===== src/rtl/id_stage_pipe.sv =====
// id_stage_pipe: MIPS instruction-decode stage with an integrated ID/EX
// pipeline register. Decodes the opcode into WB/MEM/EX control bundles,
// reads a 2R/1W register file, sign-extends the immediate, detects load-use
// hazards (stalling IF) and honours a branch flush.
// Optional feature macro: ID_WB_BYPASS_EN (same-cycle WB write-through on reads).
module id_stage_pipe #(
    parameter int XLEN     = 32,
    parameter int NUM_REGS = 32,
    parameter int ZERO_REG = 1
) (
    input  logic            clk,
    input  logic            rst,
    input  logic            i_valid,
    input  logic [31:0]     i_ins,
    input  logic [XLEN-1:0] i_npc,
    input  logic            i_flush,
    input  logic            i_wb_we,
    input  logic [4:0]      i_wb_addr,
    input  logic [XLEN-1:0] i_wb_data,
    output logic            o_stall,
    output logic            o_valid,
    output logic [1:0]      o_sig_wb,
    output logic [2:0]      o_sig_mem,
    output logic [3:0]      o_sig_ex,
    output logic [XLEN-1:0] o_rd1,
    output logic [XLEN-1:0] o_rd2,
    output logic [XLEN-1:0] o_imm,
    output logic [4:0]      o_rs,
    output logic [4:0]      o_rt,
    output logic [4:0]      o_rd,
    output logic [XLEN-1:0] o_npc,
    output logic            o_illegal
);

    typedef enum logic [5:0] {
        OP_RTYPE = 6'b000000,
        OP_BEQ   = 6'b000100,
        OP_ADDI  = 6'b001000,
        OP_LW    = 6'b100011,
        OP_SW    = 6'b101011
    } opcodeT;

    // Control bundle produced by the decoder for one instruction.
    typedef struct packed {
        logic [1:0] wb;      // {MemtoReg, RegWrite}
        logic [2:0] mem;     // {MemRead, MemWrite, Branch}
        logic [3:0] ex;      // {ALUOp[1:0], ALUSrc, RegDst}
        logic       illegal;
    } ctrlT;

    localparam logic [5:0] REG_LIMIT = 6'(NUM_REGS);

    logic [XLEN-1:0] regFile [NUM_REGS];

    opcodeT          opcode;
    logic [4:0]      rsIdx;
    logic [4:0]      rtIdx;
    logic [4:0]      rdIdx;
    ctrlT            ctrl;
    logic            wbLegal;
    logic            usesRt;
    logic            loadUse;
    logic            loadBubble;
    logic [XLEN-1:0] rsData;
    logic [XLEN-1:0] rtData;
    logic [XLEN-1:0] immExt;

    assign opcode = opcodeT'(i_ins[31:26]);
    assign rsIdx  = i_ins[25:21];
    assign rtIdx  = i_ins[20:16];
    assign rdIdx  = i_ins[15:11];

    // A write lands only for implemented registers, never on a hardwired r0.
    assign wbLegal = i_wb_we && ({1'b0, i_wb_addr} < REG_LIMIT)
                     && !((ZERO_REG != 0) && (i_wb_addr == 5'd0));

    // Sign-extend the 16-bit immediate to the datapath width.
    generate
        if (XLEN > 16) begin : gExt
            assign immExt = {{(XLEN-16){i_ins[15]}}, i_ins[15:0]};
        end else begin : gNoExt
            assign immExt = i_ins[15:0];
        end
    endgenerate

    // Opcode decode into the three control bundles; unknown opcodes are flagged.
    always_comb begin
        // NOTE: every output of a combinational block gets a default first so no path leaves it unassigned and infers a latch.
        ctrl   = '0;
        usesRt = 1'b0;
        case (opcode)
            OP_RTYPE: begin
                ctrl.ex = 4'b1001; ctrl.mem = 3'b000; ctrl.wb = 2'b01; usesRt = 1'b1;
            end
            OP_LW: begin
                ctrl.ex = 4'b0010; ctrl.mem = 3'b100; ctrl.wb = 2'b11;
            end
            OP_SW: begin
                ctrl.ex = 4'b0010; ctrl.mem = 3'b010; ctrl.wb = 2'b00; usesRt = 1'b1;
            end
            OP_BEQ: begin
                ctrl.ex = 4'b0100; ctrl.mem = 3'b001; ctrl.wb = 2'b00; usesRt = 1'b1;
            end
            OP_ADDI: begin
                ctrl.ex = 4'b0010; ctrl.mem = 3'b000; ctrl.wb = 2'b01;
            end
            default: ctrl.illegal = 1'b1;
        endcase
    end

    // Combinational register reads, optionally writing through a pending WB write.
    always_comb begin
        rsData = '0;
        rtData = '0;
        if ({1'b0, rsIdx} < REG_LIMIT) rsData = regFile[rsIdx];
        if ({1'b0, rtIdx} < REG_LIMIT) rtData = regFile[rtIdx];
`ifdef ID_WB_BYPASS_EN
        if (wbLegal && (i_wb_addr == rsIdx)) rsData = i_wb_data;
        if (wbLegal && (i_wb_addr == rtIdx)) rtData = i_wb_data;
`endif
    end

    // Load-use hazard: the load in ID/EX produces a register this instruction reads.
    // rt is only a source for R-type, sw and beq; for lw/addi it is a destination.
    always_comb begin
        loadUse = o_valid && o_sig_mem[2] && (o_rt != 5'd0) && i_valid
                  && ((o_rt == rsIdx) || ((o_rt == rtIdx) && usesRt));
        // A flush squashes the dependent instruction, so there is nothing to hold.
        o_stall = loadUse && !i_flush && !rst;
    end

    assign loadBubble = i_flush || o_stall || !i_valid;

    // Register file: asynchronously cleared, written from WB regardless of stall/flush.
    always_ff @(posedge clk or posedge rst) begin
        if (rst) begin
            // NOTE: the register file must clear asynchronously, so it is built from resettable flops rather than a RAM macro.
            for (int i = 0; i < NUM_REGS; i++) regFile[i] <= '0;
        end else if (wbLegal) begin
            regFile[i_wb_addr] <= i_wb_data;
        end
    end

    // ID/EX pipeline register: load the decoded instruction or insert a zeroed bubble.
    always_ff @(posedge clk or posedge rst) begin
        if (rst) begin
            // NOTE: sequential state uses non-blocking assignments so every flop samples pre-edge values.
            o_valid   <= 1'b0;
            o_sig_wb  <= '0;
            o_sig_mem <= '0;
            o_sig_ex  <= '0;
            o_rd1     <= '0;
            o_rd2     <= '0;
            o_imm     <= '0;
            o_rs      <= '0;
            o_rt      <= '0;
            o_rd      <= '0;
            o_npc     <= '0;
            o_illegal <= 1'b0;
        end else if (loadBubble) begin
            o_valid   <= 1'b0;
            o_sig_wb  <= '0;
            o_sig_mem <= '0;
            o_sig_ex  <= '0;
            o_rd1     <= '0;
            o_rd2     <= '0;
            o_imm     <= '0;
            o_rs      <= '0;
            o_rt      <= '0;
            o_rd      <= '0;
            o_npc     <= '0;
            o_illegal <= 1'b0;
        end else begin
            o_valid   <= 1'b1;
            o_sig_wb  <= ctrl.wb;
            o_sig_mem <= ctrl.mem;
            o_sig_ex  <= ctrl.ex;
            o_rd1     <= rsData;
            o_rd2     <= rtData;
            o_imm     <= immExt;
            o_rs      <= rsIdx;
            o_rt      <= rtIdx;
            o_rd      <= rdIdx;
            o_npc     <= i_npc;
            o_illegal <= ctrl.illegal;
        end
    end

endmodule

===== config.mk =====
export PLATFORM = sky130hd
export DESIGN_NAME = id_stage_pipe
export DESIGN_NICKNAME = d
export VERILOG_FILES = /design/src/rtl/id_stage_pipe.sv
export SDC_FILE = /design/constraint.sdc
export NUM_CORES = 2
export LEC_CHECK = 0
export CAP_MARGIN = 20
export CORE_ASPECT_RATIO = 1.1
export CORE_MARGIN = 1.5
export CORE_UTILIZATION = 60
export CTS_CLUSTER_DIAMETER = 50
export DETAILED_ROUTE_END_ITERATION = 12
export PLACE_DENSITY = 0.79
export SLEW_MARGIN = 20
export SYNTH_ARGS = -nofsm -noshare
export SYNTH_HDL_FRONTEND = slang
export SYNTH_SLANG_ARGS = --single-unit

===== constraint.sdc =====
create_clock -name clk -period 85.2 [get_ports clk]
set_clock_uncertainty 0.1 [all_clocks]
set_input_delay 8.52 -clock clk [delete_from_list [all_inputs] [get_ports clk]]
set_output_delay 8.52 -clock clk [all_outputs]
set_load 0.005 [all_outputs]

==> results.rst <==
.. list-table::
   :header-rows: 1

   * - Metric
     - Value
   * - Status
     - complete, no violations
   * - CP Data Arrival Time
     - 10.83 ns
   * - Final total negative setup slack
     - 0 ns
   * - Residual DRC
     - 0
   * - Mapped Nets
     - 4,701
   * - Post-synthesis compound-gate area fraction
     - 6.89%
   * - Share of Yosys cell area claimed by the top area cell type
     - between 40% and 50%
   * - Number of warnings issued by yosys
     - 0
   * - Highest attainable clock frequency
     - 0.0514 GHz
   * - Root Buffer
     - sky130_fd_sc_hd__clkbuf_16
   * - Total GRT Usage
     - 39.1%
   * - Clk_lat worst skew
     - between 0.7 and 0.8 ns
   * - Hold crit path type
     - reg -> reg
   * - Critical-path maximum fanout
     - 111
   * - Number of antenna violations at the first check in global routing
     - 20
   * - Area of the core
     - 100,000 µm²
   * - Post-route total power
     - between 1.5 and 2 mW
   * - Synthesized area per cell
     - 13.2 µm²
   * - Buffers & Inverters on Critical Path
     - 3
   * - CP most frequent cell
     - sky130_fd_sc_hd__clkdlybuf4s50_1
   * - Share of async-settable or async-resettable flops after synthesis
     - 100%
   * - Rel. slew slack
     - 19.7%
   * - Gate Count Post-Synth
     - between 4,000 and 5,000
   * - Measured slew at the worst slew-check pin
     - roughly 1.2 ns
   * - Routed vias/inst
     - 7.19
   * - Power share of the clock group
     - 37.3%
   * - Shortest period the worst path allows
     - 19.45 ns
   * - Share of post-route cells with drive strength above 1
     - between 30 and 40%
   * - Fraction of the mapped netlist area in simple logic gates
     - 5.30%
   * - Standard-cell row count
     - 122
   * - Final number of max-transition violations
     - 0
   * - RSZ-0062 raised after global routing
     - no
   * - Port Buffers
     - 260
   * - Crit-path leading delay family
     - buffers and inverters
   * - Worst Path Class, Setup
     - in -> out
   * - Routability-driven placement congestion ratio
     - 0.893
   * - Detailed placer's ending HPWL
     - about 120,000 µm
   * - Number of flops mapped to enable cells by yosys
     - 0
   * - Vias
     - 43,279
   * - Die Span X
     - 306 µm
   * - Combinational share of power
     - 18.0%
   * - Area added between synthesis and finish
     - 12.3%
   * - TritonCTS clock tree
     - built
   * - Top cells by area, synth
     - sky130_fd_sc_hd__dfrtp_1 (48%), sky130_fd_sc_hd__mux2_2 (23%), sky130_fd_sc_hd__mux2i_1 (8.3%)
   * - Sequence of cells on the critical path
     - clkdlybuf4s50_1 > inv_8 > o2111a_1 > nand4_1 > a21boi_0 > clkdlybuf4s50_1
   * - Number of hold buffers added after CTS
     - 0
   * - Launching element type of the critical path
     - primary input
   * - Mux contribution to synthesized area
     - 35.7%
   * - VDD IR-drop max
     - 21.5 µV
   * - Number of iterations in the first detailed-routing pass
     - 7
   * - Area of the die
     - between 100,000 and 150,000 µm²
   * - Maximum number of pins on one net before global-route repair
     - about 180
   * - Number of buffers inserted during clock tree synthesis
     - approximately 140
   * - Post-Route WL
     - between 200,000 and 250,000 µm
   * - Sw frac
     - between 20 and 30%
   * - Antenna Nets Post-Route
     - 0
   * - Proportion of power drawn by flip-flops and latches
     - between 40% and 50%
   * - Sequential share of the synthesized area
     - 47.7%
   * - Flip-flop cell with the highest count after synthesis
     - sky130_fd_sc_hd__dfrtp_1
   * - Chip height
     - approximately 340 µm
   * - Cells after DPL
     - 5,761
   * - Depth of the CTS H-tree
     - 4
   * - Final setup violation count
     - 0
   * - Average wire per cell in the routed design
     - approximately 33 µm
   * - Clock transition time at the flip-flop clock pins of the worst setup and hold paths
     - 0.05 ns
   * - Combinational family with the most area after synthesis
     - multiplexers
   * - Post-layout nets
     - 4,704
   * - Effective utilization at floorplan
     - 60.3%
   * - Count of routing violations after the opening detailed-route iteration
     - roughly 5,400
   * - Boundary Pins
     - 261
   * - Synthesized-area fraction occupied by xor and xnor cells
     - 0.145%
   * - Final hold viol count
     - 0
   * - Leading post-synthesis cells by instance count
     - sky130_fd_sc_hd__mux2_2 (1,219), sky130_fd_sc_hd__dfrtp_1 (1,154), sky130_fd_sc_hd__mux2i_1 (501)
   * - Total internal power
     - 1.16 mW
   * - Area of the mapped netlist
     - a little over 60,000 µm²
   * - Number of cells upsized or downsized after cts
     - 0
   * - Most common cell in the netlist
     - sky130_fd_sc_hd__mux2_2
   * - Global route total overflow
     - 0
   * - Slowest CP cell
     - sky130_fd_sc_hd__clkdlybuf4s50_1
   * - Power dissipated by switching net loads
     - 0.441 mW
   * - Clock Sink Count
     - ~1,200
   * - Final standard cell count with taps included and fillers excluded
     - 6,020
   * - Adder-cell share of the synthesized area
     - 0%
   * - Power density relative to cell area
     - 23.5 nW/µm²
   * - P_leak
     - 30.2 nW
   * - Critical Path RT
     - between 70 and 80 ns
   * - Final worst path period share
     - 22.8%
   * - Vias in the first global route
     - between 40,000 and 50,000
   * - First-pass GRT wire length
     - 292,000 µm
   * - Cell type contributing the most total cell area after synthesis
     - sky130_fd_sc_hd__dfrtp_1
   * - Buffer count from post-CTS setup fixing
     - 0
   * - Max_cap viols
     - 0
   * - Delay contributed by the slowest stage of the critical path
     - between 0.5 and 0.6 ns
   * - CTS max path bufs
     - 3
   * - Count of unique library cells instantiated by Yosys
     - between 50 and 60
   * - Kind of end point of the critical path
     - primary output
   * - Seq cells post-synth
     - 1,154
[cell families (layout without fill, tap and decap cells)]
| logic type | count (synthesis) | after routing |
|---|---|---|
| muxes | 1848 | 1848 |
| DFF | 1154 | 1154 |
| AOI/OAI and AO/OA | 598 | 598 |
| buffers and inverters | 504 | 615 |
| and+or+nand+nor | 481 | 481 |
| xor gates and xnor gates | 10 | 10 |
| other | 0 | 12 |
[area by class of cell]
class,count,area (µm²)
sequential,1154,28900
tap,1302,1630
multi-input combinational,2937,29400
clock inverter,55,693
antenna,12,30.0
timing repair buffer,364,3420
inverter,5,26.3
clock buffer,191,3880
fill,7137,32300
[state kept, by name, indices dropped and copies added (netlist names)]
register   cells
regFile     1024
o_npc         32
o_rd1         32
o_rd2         32
o_imm         12
o_rs           5
o_rt           5
o_rd           4
o_sig_ex       3
o_sig_mem      2
o_illegal      1
o_sig_wb       1
o_valid        1
[path summary, 6_finish.rpt]
path | depth (start not counted) | slack, ns | start | to
min | 0 | 0.29 | regFile[1021] | regFile[1021]
max reg2reg | 6 | 81.44 | o_rt[1] | o_rd1[30]
min reg2reg | 0 | 0.29 | regFile[1021] | regFile[1021]
max in group asynchronous | 6 | 72.93 | rst | regFile[363]
min in group asynchronous | 2 | 8.20 | rst | o_rd2[25]
max | 6 | 65.75 | rst | o_stall
[metal layers]
metal | global-route usage, % | wire length [µm] | vias up
met4 | 25.2 | 13700 | 10
met3 | 11.0 | 23000 | 785
met2 | 58.2 | 89100 | 2827
met5 | 0 | 54 | -
li1 | - | - | 17284
met1 | 50.5 | 75400 | 22373
[metrics by stage]
stage	util (%)	setup WS (ns)	hold WS [ns]	area [µm²]
floorplan	-	41.70	0.341	60500
global placement	63.2	65.68	0.276	63400
detailed placement	63.2	65.70	0.282	63400
CTS	67.8	65.69	0.295	68000
global route	67.8	65.62	0.304	68000
finish	67.8	65.75	0.294	68000
[layout by cell type (no fill, tap or decap), drive strengths merged, types with 66 or more instances in the layout]
master,instances
dfrtp,1154
clkdlybuf4s50,242
nand2,89
clkbuf,191
mux2,1219
and2,83
mux4,128
nor2b,69
a22oi,179
o22ai,179
mux2i,501
nor4,66
buf,122
[power groups by stage]
| stage | Clock [mW] | Sequential, mW | Combinational [mW] |
|---|---|---|---|
| floorplan | 0 | 0.701 | 0.222 |
| global placement | 0 | 0.712 | 0.274 |
| detailed placement | 0 | 0.720 | 0.282 |
| CTS | 0.599 | 0.711 | 0.285 |
| global route | 0.624 | 0.726 | 0.307 |
| finish | 0.597 | 0.716 | 0.287 |
Note: power is estimated with default switching activity, not from simulation.
